--- config.mk ---
export PLATFORM = sky130hd
export DESIGN_NAME = piso_tx
export DESIGN_NICKNAME = d
export VERILOG_FILES = /design/src/rtl/piso_tx.sv
export SDC_FILE = /design/constraint.sdc
export NUM_CORES = 1
export LEC_CHECK = 0
export ABC_AREA = 1
export CAP_MARGIN = 25
export CORE_AREA = 2 2 39 41
export CTS_CLUSTER_DIAMETER = 80
export DETAILED_ROUTE_END_ITERATION = 10
export DIE_AREA = 0 0 41 43
export PLACE_DENSITY = 0.68
export SLEW_MARGIN = 20
export SYNTH_ARGS = -nofsm -noshare
export SYNTH_HDL_FRONTEND = slang
export SYNTH_SLANG_ARGS = --single-unit
export TNS_END_PERCENT = 20
--- constraint.sdc ---
create_clock -name clk -period 1 [get_ports clk]
set_input_delay 0.3 -clock clk [delete_from_list [all_inputs] [get_ports clk]]
set_output_delay 0.3 -clock clk [all_outputs]
set_load 0.005 [all_outputs]
--- src/rtl/piso_tx.sv ---
// rtl/piso_tx.sv - parallel-in serial-out transmitter with optional even parity
`timescale 1ns/1ps

module piso_tx #(
    parameter int N         = 4,
    parameter bit MSB_FIRST = 1'b0,
    parameter bit PARITY    = 1'b0
) (
    input  logic         clk,
    input  logic         clear,
    input  logic [N-1:0] d,
    input  logic         load,
    input  logic         en,
    output logic         sout,
    output logic         sout_valid,
    output logic         busy,
    output logic         done
);

    localparam int F  = N + (PARITY ? 1 : 0);
    localparam int CW = $clog2(F + 1);
    localparam logic [CW-1:0] F_CNT = CW'(F);

    typedef enum logic {
        IDLE,
        SHIFT
    } state_t;

    state_t        state, state_nx;
    logic [F-1:0]  shreg, shreg_nx, frame;
    logic [CW-1:0] cnt, cnt_nx;
    logic          sout_nx, valid_nx, busy_nx, done_nx;

    // Frame laid out in transmit order: bit 0 goes first, parity (if any) last.
    always_comb begin
        frame = '0;
        for (int i = 0; i < N; i++) begin
            frame[i] = MSB_FIRST ? d[N-1-i] : d[i];
        end
        if (PARITY) begin
            frame[F-1] = ^d;
        end
    end

    always_comb begin
        state_nx = state;
        shreg_nx = shreg;
        cnt_nx   = cnt;
        sout_nx  = sout;
        valid_nx = sout_valid;
        busy_nx  = busy;
        done_nx  = 1'b0;
        case (state)
            IDLE: begin
                if (load) begin
                    sout_nx  = frame[0];
                    shreg_nx = {1'b0, frame[F-1:1]};
                    valid_nx = 1'b1;
                    busy_nx  = 1'b1;
                    cnt_nx   = CW'(1);
                    state_nx = SHIFT;
                end else begin
                    sout_nx  = 1'b0;
                    valid_nx = 1'b0;
                    busy_nx  = 1'b0;
                end
            end
            SHIFT: begin
                if (en) begin
                    if (cnt == F_CNT) begin
                        sout_nx  = 1'b0;
                        valid_nx = 1'b0;
                        busy_nx  = 1'b0;
                        done_nx  = 1'b1;
                        shreg_nx = '0;
                        cnt_nx   = '0;
                        state_nx = IDLE;
                    end else begin
                        sout_nx  = shreg[0];
                        shreg_nx = {1'b0, shreg[F-1:1]};
                        cnt_nx   = cnt + 1'b1;
                    end
                end
            end
            default: begin
                state_nx = IDLE;
            end
        endcase
    end

    always_ff @(posedge clk or negedge clear) begin
        if (!clear) begin
            state      <= IDLE;
            shreg      <= '0;
            cnt        <= '0;
            sout       <= 1'b0;
            sout_valid <= 1'b0;
            busy       <= 1'b0;
            done       <= 1'b0;
        end else begin
            state      <= state_nx;
            shreg      <= shreg_nx;
            cnt        <= cnt_nx;
            sout       <= sout_nx;
            sout_valid <= valid_nx;
            busy       <= busy_nx;
            done       <= done_nx;
        end
    end

endmodule
---- Yosys cells after proc, flatten, opt, wreduce, memory -nomap -nowiden ----
Index checks and enable logic that the tools add are counted.
word-level totals
  memory bits (writable) .................. 0
  bits in read-only memories .............. 0
  output and inout port bits .............. 4
  word-level logic and storage cells ...... 36
  latch bits .............................. 0
  input bits .............................. 8
  bits in registers ....................... 11
  memories ................................ 0
operators by class
  add/sub/neg operators ................... 1
  mux-type cells .......................... 22
  div/mod/pow operators ................... 0
  bitwise logic cells ..................... 1
  reduce and logical (&&, ||, !) cells .... 2
  shift operators ......................... 0
  magnitude comparators ................... 0
  multiply operators ...................... 0
  equality and inequality tests ........... 4
operators with widths
  cell                   number
  $mux W3                4
  $mux W1                11
  $mux W4                2
  $pmux W4 S2            1
  $pmux W1 S2            3
  $pmux W3 S2            1
  $ne A2 B2 Y1 const B   2
  $reduce_and A2 Y1      2
  $add A3 B1 Y3 const B  1
  $eq A3 B3 Y1 const B   1
  $ne A2 B1 Y1 const B   1
  $not A1 Y1             1

---- Depth between registers and ports, before layout ----
Gate-level depths: netlist (run 1).
  word-level depth ........................ 4
  mapped depth ............................ 8
  gate-level depth less buffers ........... 7

---- Least setup slack after synthesis (run 1) ----
No wires, ideal clock.
  kind .................................... reg-to-reg
  from .................................... register cnt[0]
  to ...................................... register busy
  library setup time ...................... 0.122 ns
  setup slack ............................. -0.032 ns
  arrival ................................. 0.910 ns
  cell stages (with the launch flop) ...... 6
  required time ........................... 0.878 ns
  cell sequence ........................... dfrtp_1 > inv_1 > ha_1 > nand2_2 > a21oi_2 > o21ai_1
between the ends
  cells in the longest elaborated chain, start to end .. 3
ends and longest elaborated chain
  element                             RTL line  source
  from (decl)                         31        logic [CW-1:0] cnt, cnt_nx;
  from (signal assigned)              103       cnt <= cnt_nx;
  $eq A3 B3 Y1                        70        if (cnt == F_CNT) begin
  $ne A2 B1 Y1 (no source line)       n/a
  $reduce_and A2 Y1 (no source line)  n/a
  to (signal assigned)                106       busy <= busy_nx;
  to (decl)                           16        output logic busy,
Every way passes these cells.
A chain may end at the register's enable or synchronous reset.

---- Final worst setup path (run 1) ----
  from .................................... register busy
  to ...................................... output busy
No word-level cell between the ends.

==> results.json, run 1 <==
{
  "synth.cell_area_um2": 537,
  "min_period_ps": 1090,
  "grt_max_degree": 11,
  "drive_gt1_frac": 0.416,
  "postLayoutCoreUtil": 0.535,
  "port_buffers": 11,
  "cts_num_sinks": 10,
  "h-tree-depth": 1,
  "synth_area_leaders": "dfrtp_1 (47%), nand2_1 (8.4%), a21oi_2 (6.5%)",
  "numCtsBuffers": 3,
  "dp_hpwl_um": 737,
  "finClkSkew_ps": 2.05,
  "failed_checks": "negative setup slack",
  "r2r-start": "cnt[0]",
  "slew_violations": 0,
  "p_per_area_mw_per_mm2": 2730,
  "relSlewSlack": 0.873,
  "crit_type": "reg2out",
  "drt_iter0_markers": 6,
  "max_stage_delay_ps": 390,
  "cp_cell_sequence": "buf_2",
  "rsz0062_at_grt": "yes",
  "synth_warnings": 0,
  "ys_seq_area_frac": 0.466,
  "synth_top_area_share": 0.466,
  "hp-class": "in2async",
  "cp-start-kind": "flop",
  "cts.clk_slew.worst_paths_ps": 70,
  "ant_nets": 0,
  "fmax_mhz": 916,
  "worst-path-stages": 1,
  "finalSetupViolCount": 7,
  "post_cts_buffers": 0,
  "cts_tree": "done",
  "dieArea_mm2": 0.00176,
  "syn2layout_area_growth_pct": 38.0,
  "num_antenna_cells": 0,
  "max-vdd-ir-drop_uv": 1120,
  "worst_pin_slew_ps": 191,
  "design_area_um2": 741,
  "cp_max_fo": 3,
  "clock_power_share": 0.186,
  "root_buffer": "clkbuf_4",
  "grt.total_usage": 0.157,
  "crit_path_top_delay_cell": "dfrtp_1",
  "grt-ovfl-total": 0,
  "clk_latency_ps": 270,
  "die_h_um": 43,
  "hold_buffers": 0,
  "p_int_uw": 1240,
  "clockBufferDepth": 2,
  "startpoint": "busy",
  "num_rows": 14,
  "placed_area_um2": 693,
  "cp.required_ps": 700,
  "avgSynthCellArea_um2": 9.25,
  "core-area_mm2": 0.00138,
  "syn_inst": 58,
  "viasPerCell": 4.60,
  "syn_nets": 68,
  "swShare": 0.385,
  "cp.arrival_ps": 790,
  "run_status": "finished, violations left",
  "worst_setup_path_endpoint": "busy",
  "fillers": 139,
  "fin_nets": 88,
  "regToRegEndpoint": "state",
  "multi_input_area_um2": 263,
  "routabilityCongestion": 0.831,
  "antenna_found_initial": 0,
  "fin_hold_ws_ps": 318,
  "drv_cap": 0,
  "grt_pass1_wl_um": 1810,
  "p_leak_uw": 0.000367,
  "synth.distinct_cells": 19,
  "vias": 428,
  "first_global_vias": 405,
  "synth_top_cell_by_area": "dfrtp_1",
  "drt_wl_total_um": 1030,
  "hold_viol": 0,
  "p_sw_uw": 780,
  "p_seq_frac": 0.352,
  "synth_seq_cells": 10,
  "io_pins": 12,
  "worstPathBufferInverterCount": 1,
  "dr.pass1.iters": 4,
  "layout_commonest_cell": "nand2_1",
  "r2r_cells": 5,
  "combPwrFrac": 0.462,
  "die_w_um": 41,
  "reg2reg_slack_ps": -40,
  "finalCritPeriodShare": 1.09,
  "layout_setup_ws_ps": -91.7,
  "initial_core_util": 0.388,
  "seqCellArea_um2": 251,
  "end_kind": "output port",
  "wl_per_cell_um": 11.0,
  "drcViolationCount": 0,
  "crit_family": "flip-flops",
  "final_cell_mix": "nand2_1 (12), dfrtp_1 (9), buf_4 (6)"
}
## per-layer routing
layer  vias to the layer above  GRT usage  part of all wire
li1                        221          -                 -
met1                       199      0.209              0.47
met2                         8      0.222              0.49
met3                         0     0.0942             0.038
met4                         0     0.0200                 0
met5                         -          0                 0
## power by group through the flow
stage	clock, uW	sequential [uW]	combinational (uW)
after detailed placement	0	710	887
after global placement	0	707	884
final	376	712	934
after CTS	386	718	896
after global routing	411	734	1040
after floorplan	0	667	601
## cell families (layout without fill, tap and decap cells)
kind of cell    count (synthesis)  after routing  synth area share
fa+ha+maj                       2              2            0.0466
flops                          10             10             0.466
buf+inv                        10             29             0.105
compound gates                  9              9             0.112
simple gates                   27             27             0.270
## layout make-up
type	instances	area share
multi-input cells	38	0.355
flip-flops and latches	10	0.340
repair buffers	17	0.179
inverters	8	0.0507
clock buffers	4	0.0490
well taps	16	0.0270
## synth_stat cells
| master | number |
|---|---|
| ha_1 | 2 |
| a21oi_1 | 1 |
| nand2_4 | 2 |
| nand3_1 | 4 |
| nor2_1 | 5 |
| o21ai_1 | 4 |
| nand2_2 | 1 |
| a21oi_2 | 4 |
| nand4_1 | 1 |
| nor2_2 | 1 |
| buf_6 | 1 |
| inv_2 | 1 |
| nand2_1 | 12 |
| dfrtp_1 | 10 |
| inv_6 | 1 |
| buf_4 | 1 |
| inv_4 | 1 |
| nand2_8 | 1 |
| inv_1 | 5 |
## sequential cells by signal, summed over array words and instances (netlist names)
name   count
done       1
cnt        3
sout       1
busy       1
state      1
shreg      3
## worst min-delay path by stage
| stage | endpoint | start | depth (start not counted) |
|---|---|---|---|
| global placement | sout | sout | 2 |
| CTS | sout | clear | 2 |
| finish | state | clear | 2 |
| global route | state | clear | 2 |
| floorplan | busy | clear | 0 |
| detailed placement | shreg[2] | shreg[2] | 2 |
## stage by stage
| step | setup WS (ps) | cells | TNS (ps) | power, uW |
|---|---|---|---|---|
| 6_report | -91.7 | 93 | -412 | 2020 |
| 5_1_grt | -127 | 93 | -921 | 2180 |
| 3_3_place_gp | -319 | 89 | -3280 | 1590 |
| 4_1_cts | -103 | 93 | -469 | 2000 |
| 2_1_floorplan | 8.06 | 58 | 0 | 1270 |
| 3_5_place_dp | -341 | 89 | -3350 | 1600 |
## repair_timing
item / in CTS / in global routing
setup endpoints to repair: 12 / 12
endpoints found under the hold margin: 0 / 0
resized for setup: 24 / 3
pin swaps: 2 / 1
No activity file was read; power rests on OpenSTA's default activity.
==> run 2: changes to the inputs <==
REMOVE_ABC_BUFFERS = 1   (was default)
==> run 2 against run 1 <==
  * The flow still finishes with violations (negative setup slack)
  * Worst setup slack better by 12 ps
  * Non-clock buffer count is 3 higher
  * Clock-buffer cell count is 1 lower
  * Combinational power is 15% higher
  * Final cell count is 2.2% higher
  * Clock power is 32% lower
  * Total power is 2.0% higher
  * Core utilization is 2.3 points higher
  * Flip-flop and latch count stayed put
  * Critical endpoint is now sout
==> results.json, run 2 (same netlist as run 1, synthesis figures left out) <==
{
  "drv_cap": 0,
  "root_buffer": "clkbuf_4",
  "dieArea_mm2": 0.00176,
  "design_area_um2": 772,
  "syn2layout_area_growth_pct": 43.8,
  "drcViolationCount": 0,
  "die_w_um": 41,
  "crit_path_top_delay_cell": "dfrtp_1",
  "largestRegisters": "cnt: 3 flops, shreg: 3 flops",
  "final_cell_mix": "nand2_1 (12), dfrtp_1 (9), buf_4 (9), clkdlybuf4s50_1 (5)",
  "relSlewSlack": 0.816,
  "clockBufferDepth": 2,
  "fin_hold_ws_ps": 324,
  "finClkSkew_ps": 1.76,
  "run_status": "finished, violations left",
  "fmax_mhz": 926,
  "dr.pass1.iters": 4,
  "worstPathBufferInverterCount": 1,
  "grt_max_degree": 11,
  "startpoint": "cnt[1]",
  "cts_tree": "done",
  "crit_family": "flip-flops",
  "slew_violations": 0,
  "cp.arrival_ps": 1230,
  "finalCritPeriodShare": 1.08,
  "grt.total_usage": 0.153,
  "layout_setup_ws_ps": -79.5,
  "cp.required_ps": 1150,
  "rsz0062_at_grt": "yes",
  "vias": 463,
  "max-vdd-ir-drop_uv": 1010,
  "num_antenna_cells": 0,
  "io_pins": 12,
  "crit_type": "reg2reg",
  "routabilityCongestion": 0.758,
  "wl_per_cell_um": 12.2,
  "crit_top_cell": "nand2_1",
  "setup_tns_ps": -553,
  "viasPerCell": 4.87,
  "num_rows": 14,
  "first_global_vias": 442,
  "p_per_area_mw_per_mm2": 2670,
  "min_period_ps": 1080,
  "r2r-start": "cnt[1]",
  "multi_input_area_um2": 285,
  "seqCellArea_um2": 251,
  "clk_latency_ps": 250,
  "initial_core_util": 0.388,
  "postLayoutCoreUtil": 0.558,
  "grt_pass1_wl_um": 1730,
  "ant_nets": 0,
  "max_stage_delay_ps": 400,
  "core-area_mm2": 0.00138,
  "die_h_um": 43,
  "cp_max_fo": 7,
  "dp.cells": 91,
  "cts.clk_slew.worst_paths_ps": 60,
  "worst_pin_slew_ps": 275,
  "hold_buffers": 0,
  "cp-start-kind": "flop",
  "final_cells": 95,
  "end_kind": "flop",
  "drt_wl_total_um": 1160,
  "placed_area_um2": 708,
  "drive_gt1_frac": 0.481,
  "finalSetupViolCount": 11,
  "fillers": 126,
  "layout_commonest_cell": "nand2_1",
  "hold_viol": 0,
  "drt_iter0_markers": 7,
  "grt-ovfl-total": 0,
  "cp_cell_sequence": "inv_2 > ha_4 > nand2_8 > nand3_2 > nand2_1 > nand2_1 > nand2_1",
  "p_leak_uw": 0.000369,
  "port_buffers": 11,
  "hp-class": "in2async",
  "cts_num_sinks": 10,
  "fin_nets": 91,
  "h-tree-depth": 1,
  "antenna_found_initial": 0,
  "dp_hpwl_um": 896,
  "numCtsBuffers": 3,
  "failed_checks": "negative setup slack"
}
==> run 2: path summary, 6_finish.rpt <==
check | to | slack [ps] | cells after the start
min in group clk | sout | 490 | 2
max in group asynchronous | state | 520 | 2
max reg2reg | sout | -80 | 7
min reg2reg | sout | 490 | 2
max | sout | -80 | 7
min | cnt[0] | 320 | 2
==> run 2: timing repair <==
| action | CTS | global route |
|---|---|---|
| endpoints found under the setup margin | 13 | 13 |
| gates resized for setup | 26 | 7 |
| setup buffers | 0 | 1 |
| pin swaps | 5 | 2 |
==> run 2: report_power, final <==
| group | switching, uW | internal (uW) | leakage (uW) |
|---|---|---|---|
| clock network | 119 | 138 | 0.0000138 |
| registers | 165 | 574 | 0.000121 |
| logic | 545 | 523 | 0.000234 |
==> run 2: area by class of cell <==
cell class	instances	area share
repair buffers	20	0.201
inverters	8	0.0486
well taps	16	0.0259
flip-flops and latches	10	0.326
clock buffers	3	0.0292
multi-input cells	38	0.370
==> run 2: metrics by stage <==
step | total power [uW] | setup slack (ps)
floorplan | 1200 | -31.9
global placement | 1600 | -327
detailed placement | 1650 | -332
CTS | 1970 | -79.9
global route | 2260 | -134
finish | 2060 | -79.5
==> run 2: per-layer routing <==
layer  vias up  wire length [um]  part of all wire  track usage
met4         0                17             0.015       0.0600
met1       227               437              0.38        0.146
met3         2                40             0.034       0.0785
met2         9               668              0.57        0.259
li1        225                 -                 -            -
met5         -                 0                 0            0
